--- config.mk ---
export PLATFORM = sky130hd
export DESIGN_NAME = ram_bus_controller
export DESIGN_NICKNAME = d
export VERILOG_FILES = /design/src/rtl/ram_bus_controller.sv
export SDC_FILE = /design/constraint.sdc
export NUM_CORES = 1
export LEC_CHECK = 0
export BUFFER_PORTS_ARGS = -buffer_cell sky130_fd_sc_hd__buf_2
export CAP_MARGIN = 0
export CORE_MARGIN = 3
export CORE_UTILIZATION = 49
export DETAILED_ROUTE_END_ITERATION = 12
export PLACE_DENSITY = 0.82
export SLEW_MARGIN = 20
export SYNTH_ARGS = -nofsm -noshare
export SYNTH_HDL_FRONTEND = slang
export SYNTH_SLANG_ARGS = --single-unit
--- constraint.sdc ---
create_clock -name i_clk -period 2.2 [get_ports i_clk]
set_clock_uncertainty 0.15 [all_clocks]
set_input_delay 0 -clock i_clk [delete_from_list [all_inputs] [get_ports i_clk]]
set_output_delay 0 -clock i_clk [all_outputs]
set_load 0.05 [all_outputs]
--- src/rtl/ram_bus_controller.sv ---
// Bus master for an asynchronous 8-bit SRAM: address setup, write pulse or output enable, read capture.
// All outputs are registered and derived from the next state, so strobes change cleanly on one edge.
module ram_bus_controller #(
  parameter int ADDR_WIDTH    = 8,
  parameter int DATA_WIDTH    = 8,
  parameter int STROBE_CYCLES = 2
) (
  input  logic                  i_clk,
  input  logic                  i_rst,
  input  logic                  i_req,
  input  logic                  i_we,
  input  logic [ADDR_WIDTH-1:0] i_addr,
  input  logic [DATA_WIDTH-1:0] i_wdata,
  output logic                  o_busy,
  output logic                  o_ack,
  output logic [DATA_WIDTH-1:0] o_rdata,
  output logic [ADDR_WIDTH-1:0] o_address,
  output logic                  o_writeNEn,
  output logic [DATA_WIDTH-1:0] o_writeData,
  output logic                  o_dataOe,
  output logic                  o_noe,
  input  logic [DATA_WIDTH-1:0] i_readData
);

  typedef enum logic [2:0] {IDLE, SETUP, WPULSE, WHOLD, RSTROBE, DONE} state_t;

  localparam logic [3:0] LAST = 4'(STROBE_CYCLES - 1);

  state_t                state_q, state_d;
  logic [3:0]            cnt_q, cnt_d;
  logic                  we_q, we_d;
  logic [ADDR_WIDTH-1:0] addr_q, addr_d;
  logic [DATA_WIDTH-1:0] wdat_q, wdat_d;
  logic [DATA_WIDTH-1:0] rdata_q, rdata_d;
  logic                  wne_q, wne_d;
  logic                  noe_q, noe_d;
  logic                  doe_q, doe_d;
  logic                  ack_q, ack_d;
  logic                  busy_q, busy_d;

  always_ff @(posedge i_clk or posedge i_rst) begin
    if (i_rst) begin
      state_q <= IDLE;
      cnt_q   <= '0;
      we_q    <= 1'b0;
      addr_q  <= '0;
      wdat_q  <= '0;
      rdata_q <= '0;
      wne_q   <= 1'b1;
      noe_q   <= 1'b1;
      doe_q   <= 1'b0;
      ack_q   <= 1'b0;
      busy_q  <= 1'b0;
    end else begin
      state_q <= state_d;
      cnt_q   <= cnt_d;
      we_q    <= we_d;
      addr_q  <= addr_d;
      wdat_q  <= wdat_d;
      rdata_q <= rdata_d;
      wne_q   <= wne_d;
      noe_q   <= noe_d;
      doe_q   <= doe_d;
      ack_q   <= ack_d;
      busy_q  <= busy_d;
    end
  end

  always_comb begin
    state_d = state_q;
    cnt_d   = cnt_q;
    we_d    = we_q;
    addr_d  = addr_q;
    wdat_d  = wdat_q;
    rdata_d = rdata_q;
    case (state_q)
      IDLE: begin
        if (i_req) begin
          addr_d  = i_addr;
          we_d    = i_we;
          wdat_d  = i_wdata;
          state_d = SETUP;
        end
      end
      SETUP: begin
        cnt_d   = '0;
        state_d = we_q ? WPULSE : RSTROBE;
      end
      WPULSE: begin
        if (cnt_q == LAST) begin
          cnt_d   = '0;
          state_d = WHOLD;
        end else begin
          cnt_d = cnt_q + 4'd1;
        end
      end
      WHOLD: state_d = DONE;
      RSTROBE: begin
        if (cnt_q == LAST) begin
          cnt_d   = '0;
          rdata_d = i_readData;
          state_d = DONE;
        end else begin
          cnt_d = cnt_q + 4'd1;
        end
      end
      DONE:    state_d = IDLE;
      default: state_d = IDLE;
    endcase

    // Registered strobes follow the state being entered, so each one is exact to the cycle.
    wne_d  = (state_d != WPULSE);
    noe_d  = (state_d != RSTROBE);
    doe_d  = we_d && (state_d == SETUP || state_d == WPULSE || state_d == WHOLD);
    ack_d  = (state_d == DONE);
    busy_d = (state_d != IDLE);
  end

  assign o_busy      = busy_q;
  assign o_ack       = ack_q;
  assign o_rdata     = rdata_q;
  assign o_address   = addr_q;
  assign o_writeNEn  = wne_q;
  assign o_writeData = wdat_q;
  assign o_dataOe    = doe_q;
  assign o_noe       = noe_q;

  a_oe_vs_drive: assert property (@(posedge i_clk) disable iff (i_rst) !(!noe_q && doe_q));
  a_we_vs_oe:    assert property (@(posedge i_clk) disable iff (i_rst) !(!wne_q && !noe_q));
  a_addr_hold:   assert property (@(posedge i_clk) disable iff (i_rst)
                   ($changed(addr_q) || $changed(wdat_q)) |-> ($past(state_q) == IDLE));

endmodule

Word level (Yosys, flattened, before mapping)
Index checks and enable logic that the tools add are counted.
{"block": "op_classes", "eq_ne": 11, "n_reduce_logical": 9, "addsub": 1, "n_mux": 9}
{"op": "3-bit one-hot mux with 5 select lines", "n": 1}
{"op": "3-bit by 2-bit equality test with 1-bit output, second input constant", "n": 4}
{"op": "3-bit 2-to-1 mux", "n": 4}
{"op": "4-bit one-hot mux with 2 select lines", "n": 1}
{"op": "3-bit by 1-bit equality test with 1-bit output, second input constant", "n": 2}
{"op": "3-bit equality test, second input constant", "n": 2}
{"op": "4-bit by 1-bit adder with 4-bit output, second input constant", "n": 1}
{"op": "4-bit by 1-bit equality test with 1-bit output, second input constant", "n": 1}
{"op": "4-bit 2-to-1 mux", "n": 1}
{"op": "2-bit AND reduction", "n": 2}
{"op": "3-bit logical NOT", "n": 1}
{"op": "3-bit by 2-bit inequality test with 1-bit output, second input constant", "n": 1}
{"op": "3-bit inequality test, second input constant", "n": 1}
{"op": "3-bit nonzero test", "n": 1}
{"op": "1-bit logical OR", "n": 2}
{"op": "1-bit 2-to-1 mux", "n": 2}
{"op": "2-bit nonzero test", "n": 1}
{"op": "2-bit OR reduction", "n": 1}
{"op": "1-bit logical AND", "n": 1}
{"block": "word_totals", "inputBits": 28, "out_inout_bits": 29, "elab_cells": 41, "ff_bits": 37}

Logic depth before layout (Yosys ltp)
Gate-level depths: netlist (run 1).
{"block": "depth", "word_depth": 7, "depth_mapped": 5, "depth_no_buf": 5}

Worst setup path after synthesis (run 1)
No wires, ideal clock.
{"block": "synth_path", "path_kind": "flip-flop to flip-flop", "from": "register state_q[2]", "to": "register addr_q[7], in the netlist o_address[7]", "arrival_ps": 1506, "slack_ps": 419, "n_path_buf": 2, "period_less_slack_ps": 1781, "path_stages_with_launch": 5, "path_cell_list": "dfrtp_1 buf_6 nor4b_4 buf_6 mux2_2"}
{"block": "synth_via", "elab_chain_len": 2}
{"item": "from (decl)", "line_no": "29", "text": "state_t state_q, state_d;"}
{"item": "from (signal assigned)", "line_no": "55", "text": "state_q <= state_d;"}
{"item": "3-bit logical NOT", "line_no": "76", "text": "case (state_q)"}
{"item": "2-bit AND reduction (no line)"}
{"item": "to (signal assigned)", "line_no": "58", "text": "addr_q <= addr_d;"}
{"item": "to (decl)", "line_no": "32", "text": "logic [ADDR_WIDTH-1:0] addr_q, addr_d;"}
No other way between the ends.
A chain may end at the register's enable or synchronous reset.

Worst setup path after layout (run 1)
{"block": "layout_path", "from": "register cnt_q[1]", "to": "register cnt_q[2]"}
{"block": "layout_via", "elab_chain_len": 3, "word_cells_on_any_way": 4, "cone_classes": "add/sub: 1; eq/ne: 1; mux: 2"}
{"item": "from (decl)", "line_no": "30", "text": "logic [3:0] cnt_q, cnt_d;"}
{"item": "from (signal assigned)", "line_no": "56", "text": "cnt_q <= cnt_d;"}
{"item": "4-bit by 1-bit adder with 4-bit output / 4-bit by 1-bit equality test with 1-bit output (equally long branches)"}
{"item": "4-bit 2-to-1 mux *", "line_no": "90, 99"}
{"item": "4-bit one-hot mux with 2 select lines *", "line_no": "76"}
Every way passes the cells marked *; elsewhere a longest branch is shown, timed or not.

==> results.txt, run 1 <==
Status = complete, no violations
CP Capture Type = flop
Period utilization = 0.827
WS Path Type = flop to flop
Register area share after synthesis = 0.569
P per Cell Area = 1640 mW/mm^2
Ys flop type = dfrtp_1
Fmax = 550 MHz
Syn nets = 152
Final Hold Fails = 0
Placed Area = 0.00196 mm^2
Static leakage = 1.07 nW
CTS-repair resized insts = 0
Internal = 1.85 mW
Setup WS pre-CTS = 0.405 ns
Diodes inserted = 0
CTS Buffer Depth = 2
Router iterations before antenna repair = 4
Total GRT Usage = 0.204
Reg clk slew, reported paths = 0.11 ns
CTS HTree Levels = 2
Mapped Area = 0.00163 mm^2
Die Wd = 63.7 um
Seq cells post-synth = 37
Combinational fraction of design power = 0.565
Area growth syn-to-layout = 40.2%
TNS Setup = 0 ns
Die Height = 63.7 um
Synthesized area per cell = 13.4 um^2
I/O pin cnt = 57
Largest net degree at the start of global routing = 38
Peak supply drop = 1.19 mV
Clk network pwr share = 0.098
Final RePlAce weighted congestion = 0.762
Cell area after layout = 0.00229 mm^2
Netlist cell types = 36
CP required = 2.31 ns
HPWL Detailed = 2260 um
DRC = 0
Relative slew slack = 0.647
Sequential share of power = 0.336
WL per Instance = 14.8 um
EDFF count, synth = 0
Vias = 1,296
Antenna viol nets, final = 0
CTS tree = yes
Syn. warnings = 0
CORE AREA = 0.00310 mm^2
Most common cell after layout, fill and taps aside = buf_2
Final worst setup slack = 0.380 ns
DRT iter0 DRCs = 33
Die Area = 0.00406 mm^2
MaxCap Viol Count = 0
Starting Density = 0.526
Sw Share = 0.507
Total wire length = 3760 um
First-pass GRT wire length = 6350 um
Input/output buffers = 56
Slew @ Worst Pin = 0.530 ns
# setup viols final = 0
Vias in the first global route = 1,378
Crit path DAT = 1.93 ns
Post-Synthesis Cells = 122
Fraction of registers with async set/reset = 1.00
Clock root cell = clkbuf_4
Layout net count = 240
Row cnt = 20
P_sw = 1.90 mW
Crit-path max FO = 7
Routed vias/inst = 5.10
Commonest non-fill, non-tap cells in the layout = buf_2 (56), dfrtp_1 (35), dlygate4sd3_1 (27)
Initial antenna violation count = 0
Critical Path Start Type = flop
Final Critical Period = 1.82 ns
Slew Viols, Final = 0
RSZ-0062 raised after global routing = false
Worst hold path type = input port to asynchronous set/reset pin
Share of cells above drive strength 1 = 0.471
Sink Count = 37
Global-route congestion overflow total = 0
Num CTS Buffers = 5
Skew-Pair Late Insertion Delay = 0.34 ns
stage by stage:
stage                     power [mW]  hold WS, ns  utilization  std cells
after floorplan                 2.89      -0.0281            -        122
after global placement          3.27      -0.0311        0.631        220
after detailed placement        3.33     -0.00183        0.631        220
after CTS                       3.73        0.173        0.737        254
after global routing            3.96        0.212        0.737        254
final                           3.74        0.179        0.737        254
synthesized netlist by cell type (all sizes together) (2+ instances only):
cell / count / area [um^2]
ha: 2 / 25.0
dfstp: 2 / 52.6
nand3b: 2 / 15.0
o31ai: 2 / 15.0
a22oi: 3 / 22.5
o21ai: 7 / 35.0
nor2: 4 / 15.0
buf: 4 / 35.0
inv: 4 / 15.0
nand2: 3 / 13.8
dfrtp: 35 / 876
nand3: 2 / 15.0
nor4b: 2 / 32.5
mux2i: 3 / 30.0
nand2b: 4 / 25.0
mux2: 24 / 270
nor2b: 2 / 12.5
o22ai: 2 / 12.5
clkbuf: 3 / 11.3
power by group through the flow:
stage | sequential, mW | combinational (mW) | clock (mW)
after floorplan | 2.12 | 0.773 | 0
after global placement | 1.24 | 2.03 | 0
after detailed placement | 1.26 | 2.07 | 0
after CTS | 1.25 | 2.11 | 0.375
after global routing | 1.31 | 2.24 | 0.407
final | 1.26 | 2.12 | 0.368
critical path: stages, from the launching register on:
cell and delay [ns]:
dfrtp_1 0.41, inv_1 0.07, ha_1 0.17, nor3b_2 0.16, buf_4 0.16, or4b_1 0.48, o21ai_0 0.15
timing repair:
action,CTS,global route
hold endpoints to repair,65,0
hold buffers,27,0
setup buffers,0,0
cell type report:
cell class	count	area (um^2)
flip-flops and latches	37	928
repair buffers	88	588
clock buffers	6	51.3
multi-input cells	74	642
inverters	4	15.0
clock inverters	1	7.51
well taps	44	55.1
fillers	200	816
metal layers:
| metal | share of wire | up-vias | track usage |
|---|---|---|---|
| li1 | - | 609 | - |
| met1 | 0.41 | 632 | 0.238 |
| met2 | 0.52 | 46 | 0.361 |
| met3 | 0.054 | 9 | 0.0446 |
| met4 | 0.022 | 0 | 0.0836 |
| met5 | 0 | - | 0 |
logic make-up after synthesis:
logic type	synth area share
and+or+nand+nor	0.0958
AOI/OAI and AO/OA	0.0867
muxes	0.184
adders and majority gates	0.0215
xor gates and xnor gates	0.00537
buffers and inverters	0.0376
DFF	0.569
flip-flops by register name, summed over array words and instances (netlist names):
register and count:
o_writeNEn 1, o_dataOe 1, o_rdata 8, we_q 1, o_noe 1, state_q 3
o_busy 1, o_writeData 8, o_address 8, o_ack 1, cnt_q 4
path summary, 6_finish.rpt:
kind | depth (start not counted) | startpoint | slack, ns | to
max | 6 | cnt_q[1] | 0.38 | cnt_q[2]
min | 4 | i_rst | 0.18 | o_writeData[1]
max reg2reg | 6 | cnt_q[1] | 0.38 | cnt_q[2]
min reg2reg | 1 | o_rdata[2] | 0.36 | o_rdata[2]
max in group asynchronous | 4 | i_rst | 1.36 | o_writeNEn
min in group i_clk | 3 | i_readData[2] | 0.27 | o_rdata[2]
No activity file was read; power rests on OpenSTA's default activity.
==> run 2: changes to the inputs <==
Clock period 2.2 ns to 1.76 ns, I/O delays scaled along.
==> results.txt, run 2 (synthesized netlist as in run 1, its figures left out) <==
Status = complete, no violations (unchanged)
# setup viols final = 0 (unchanged)
Final worst setup slack = 0.0568 ns (was 0.380 ns)
Crit path cell chain = inv_1, ha_1, nor3b_4, nand3_4, mux2_2 (was inv_1, ha_1, nor3b_2, buf_4, or4b_1, o21ai_0)
Slew @ Worst Pin = 0.488 ns (was 0.530 ns)
P per Cell Area = 2040 mW/mm^2 (was 1640 mW/mm^2)
Period utilization = 0.968 (was 0.827)
Critical Path Start Type = flop (unchanged)
Starting Density = 0.526 (unchanged)
Total GRT Usage = 0.204 (about the same)
Commonest non-fill, non-tap cells in the layout = buf_2 (56), dfrtp_1 (33), dlygate4sd3_1 (27) (was buf_2 (56), dfrtp_1 (35), dlygate4sd3_1 (27))
Relative slew slack = 0.672 (was 0.647)
Sink Count = 37 (unchanged)
WS Path Type = flop to flop (unchanged)
Die Area = 0.00406 mm^2 (unchanged)
Total wire length = 3840 um (was 3760 um)
Row cnt = 20 (unchanged)
Router iterations before antenna repair = 4 (unchanged)
I/O pin cnt = 57 (unchanged)
Global-route congestion overflow total = 0 (unchanged)
Area growth syn-to-layout = 43.9% (was 40.2%)
TNS Setup = 0 ns (unchanged)
First-pass GRT wire length = 6440 um (was 6350 um)
Area of the multi-input gates = 656 um^2 (was 642 um^2)
CTS Buffer Depth = 2 (unchanged)
Clock root cell = clkbuf_4 (unchanged)
MaxCap Viol Count = 0 (unchanged)
Layout net count = 245 (was 240)
Final core occ = 0.756 (was 0.737)
Cell area after layout = 0.00235 mm^2 (was 0.00229 mm^2)
CTS tree = yes (unchanged)
Fillers = 214 (was 200)
Reg clk slew, reported paths = 0.11 ns (about the same)
Crit path DAT = 1.79 ns (was 1.93 ns)
Share of cells above drive strength 1 = 0.486 (was 0.471)
Final RePlAce weighted congestion = 0.811 (was 0.762)
Final Critical Period = 1.70 ns (was 1.82 ns)
Final Hold Fails = 0 (unchanged)
Placed Area = 0.00201 mm^2 (was 0.00196 mm^2)
WL per Instance = 14.8 um (about the same)
Diodes inserted = 0 (unchanged)
CP required = 1.85 ns (was 2.31 ns)
CP Capture Type = flop (unchanged)
HPWL Detailed = 2410 um (was 2260 um)
Peak supply drop = 1.40 mV (was 1.19 mV)
Worst hold path type = input port to asynchronous set/reset pin (unchanged)
DRC = 0 (unchanged)
Die Height = 63.7 um (unchanged)
Antenna viol nets, final = 0 (unchanged)
Skew-Pair Late Insertion Delay = 0.35 ns (was 0.34 ns)
Fmax = 587 MHz (was 550 MHz)
Register Area = 931 um^2 (was 928 um^2)
Initial antenna violation count = 0 (unchanged)
CORE AREA = 0.00310 mm^2 (unchanged)
Routed vias/inst = 5.09 (was 5.10)
Num CTS Buffers = 5 (unchanged)
Largest net degree at the start of global routing = 38 (unchanged)
Input/output buffers = 56 (unchanged)
Die Wd = 63.7 um (unchanged)
Vias = 1,324 (was 1,296)
Slowest-stage cell, CP = dfrtp_1 (was or4b_1)
Total Power = 4.78 mW (was 3.74 mW)
Vias in the first global route = 1,428 (was 1,378)
DRT iter0 DRCs = 63 (was 33)
CTS HTree Levels = 2 (unchanged)
Crit-path max FO = 10 (was 7)
Static leakage = 1.09 nW (was 1.07 nW)
Biggest cell delay along the critical path = 0.40 ns (was 0.48 ns)
Slew Viols, Final = 0 (unchanged)
Most common cell after layout, fill and taps aside = buf_2 (unchanged)
RSZ-0062 raised after global routing = true (was false)
Setup WS pre-CTS = 0.0137 ns (was 0.405 ns)
==> run 2: cell types whose count changed in the layout (fill, tap and decap cells not counted), sizes merged <==
cell,change
buf,+5
clkbuf,+1
==> run 2: per-layer routing <==
| layer | GRT usage | wire (um) |
|---|---|---|
| met5 | 0 | 0 |
| met3 | 0.0481 | 216 |
| met1 | 0.232 | 1540 |
| met2 | 0.357 | 1990 |
| met4 | 0.0997 | 99 |
==> run 2: layout make-up <==
cell class	instances	area share
clock buffers	7	0.0192
clock inverters	1	0.00320
inverters	4	0.00640
multi-input cells	74	0.279
flip-flops and latches	37	0.397
well taps	44	0.0235
repair buffers	93	0.272
==> run 2: power by group <==
group	switching [mW]	internal, mW	leakage (nW)
clock	0.269	0.158	0.0255
sequential	0.288	1.27	0.441
combinational	1.86	0.941	0.620
==> run 2: worst paths after layout <==
| path | end | startpoint | cells after the start | slack, ns |
|---|---|---|---|---|
| max | o_rdata[5] | cnt_q[1] | 5 | 0.06 |
| min | o_address[0] | i_rst | 4 | 0.15 |
| max reg2reg | o_rdata[5] | cnt_q[1] | 5 | 0.06 |
| min reg2reg | o_writeData[0] | o_writeData[0] | 1 | 0.36 |
| max in group asynchronous | o_writeNEn | i_rst | 4 | 0.95 |
| min in group i_clk | o_address[0] | i_addr[0] | 3 | 0.26 |
==> run 2: per-stage QoR <==
step	cells	hold WS, ns
floorplan	122	-0.0281
global placement	224	-0.0313
detailed placement	224	-0.0210
CTS	259	0.144
global route	260	0.186
finish	260	0.146
==> run 2: critical path: cells and delay by family, from the launching register on <==
family	cells	cell delay, ns
AND/OR/NAND/NOR	2	0.50
flip-flops	1	0.40
multiplexers	1	0.32
adder cells (fa/ha/maj)	1	0.14
buffers and inverters	1	0.07
==> run 2: timing repair <==
item                                   4_1_cts  5_1_grt
cloned                                       0        0
endpoints found under the hold margin       65        0
hold buffers                                27        0
setup endpoints to repair                    4       10
resized for setup                            1        3
setup buffers                                0        1
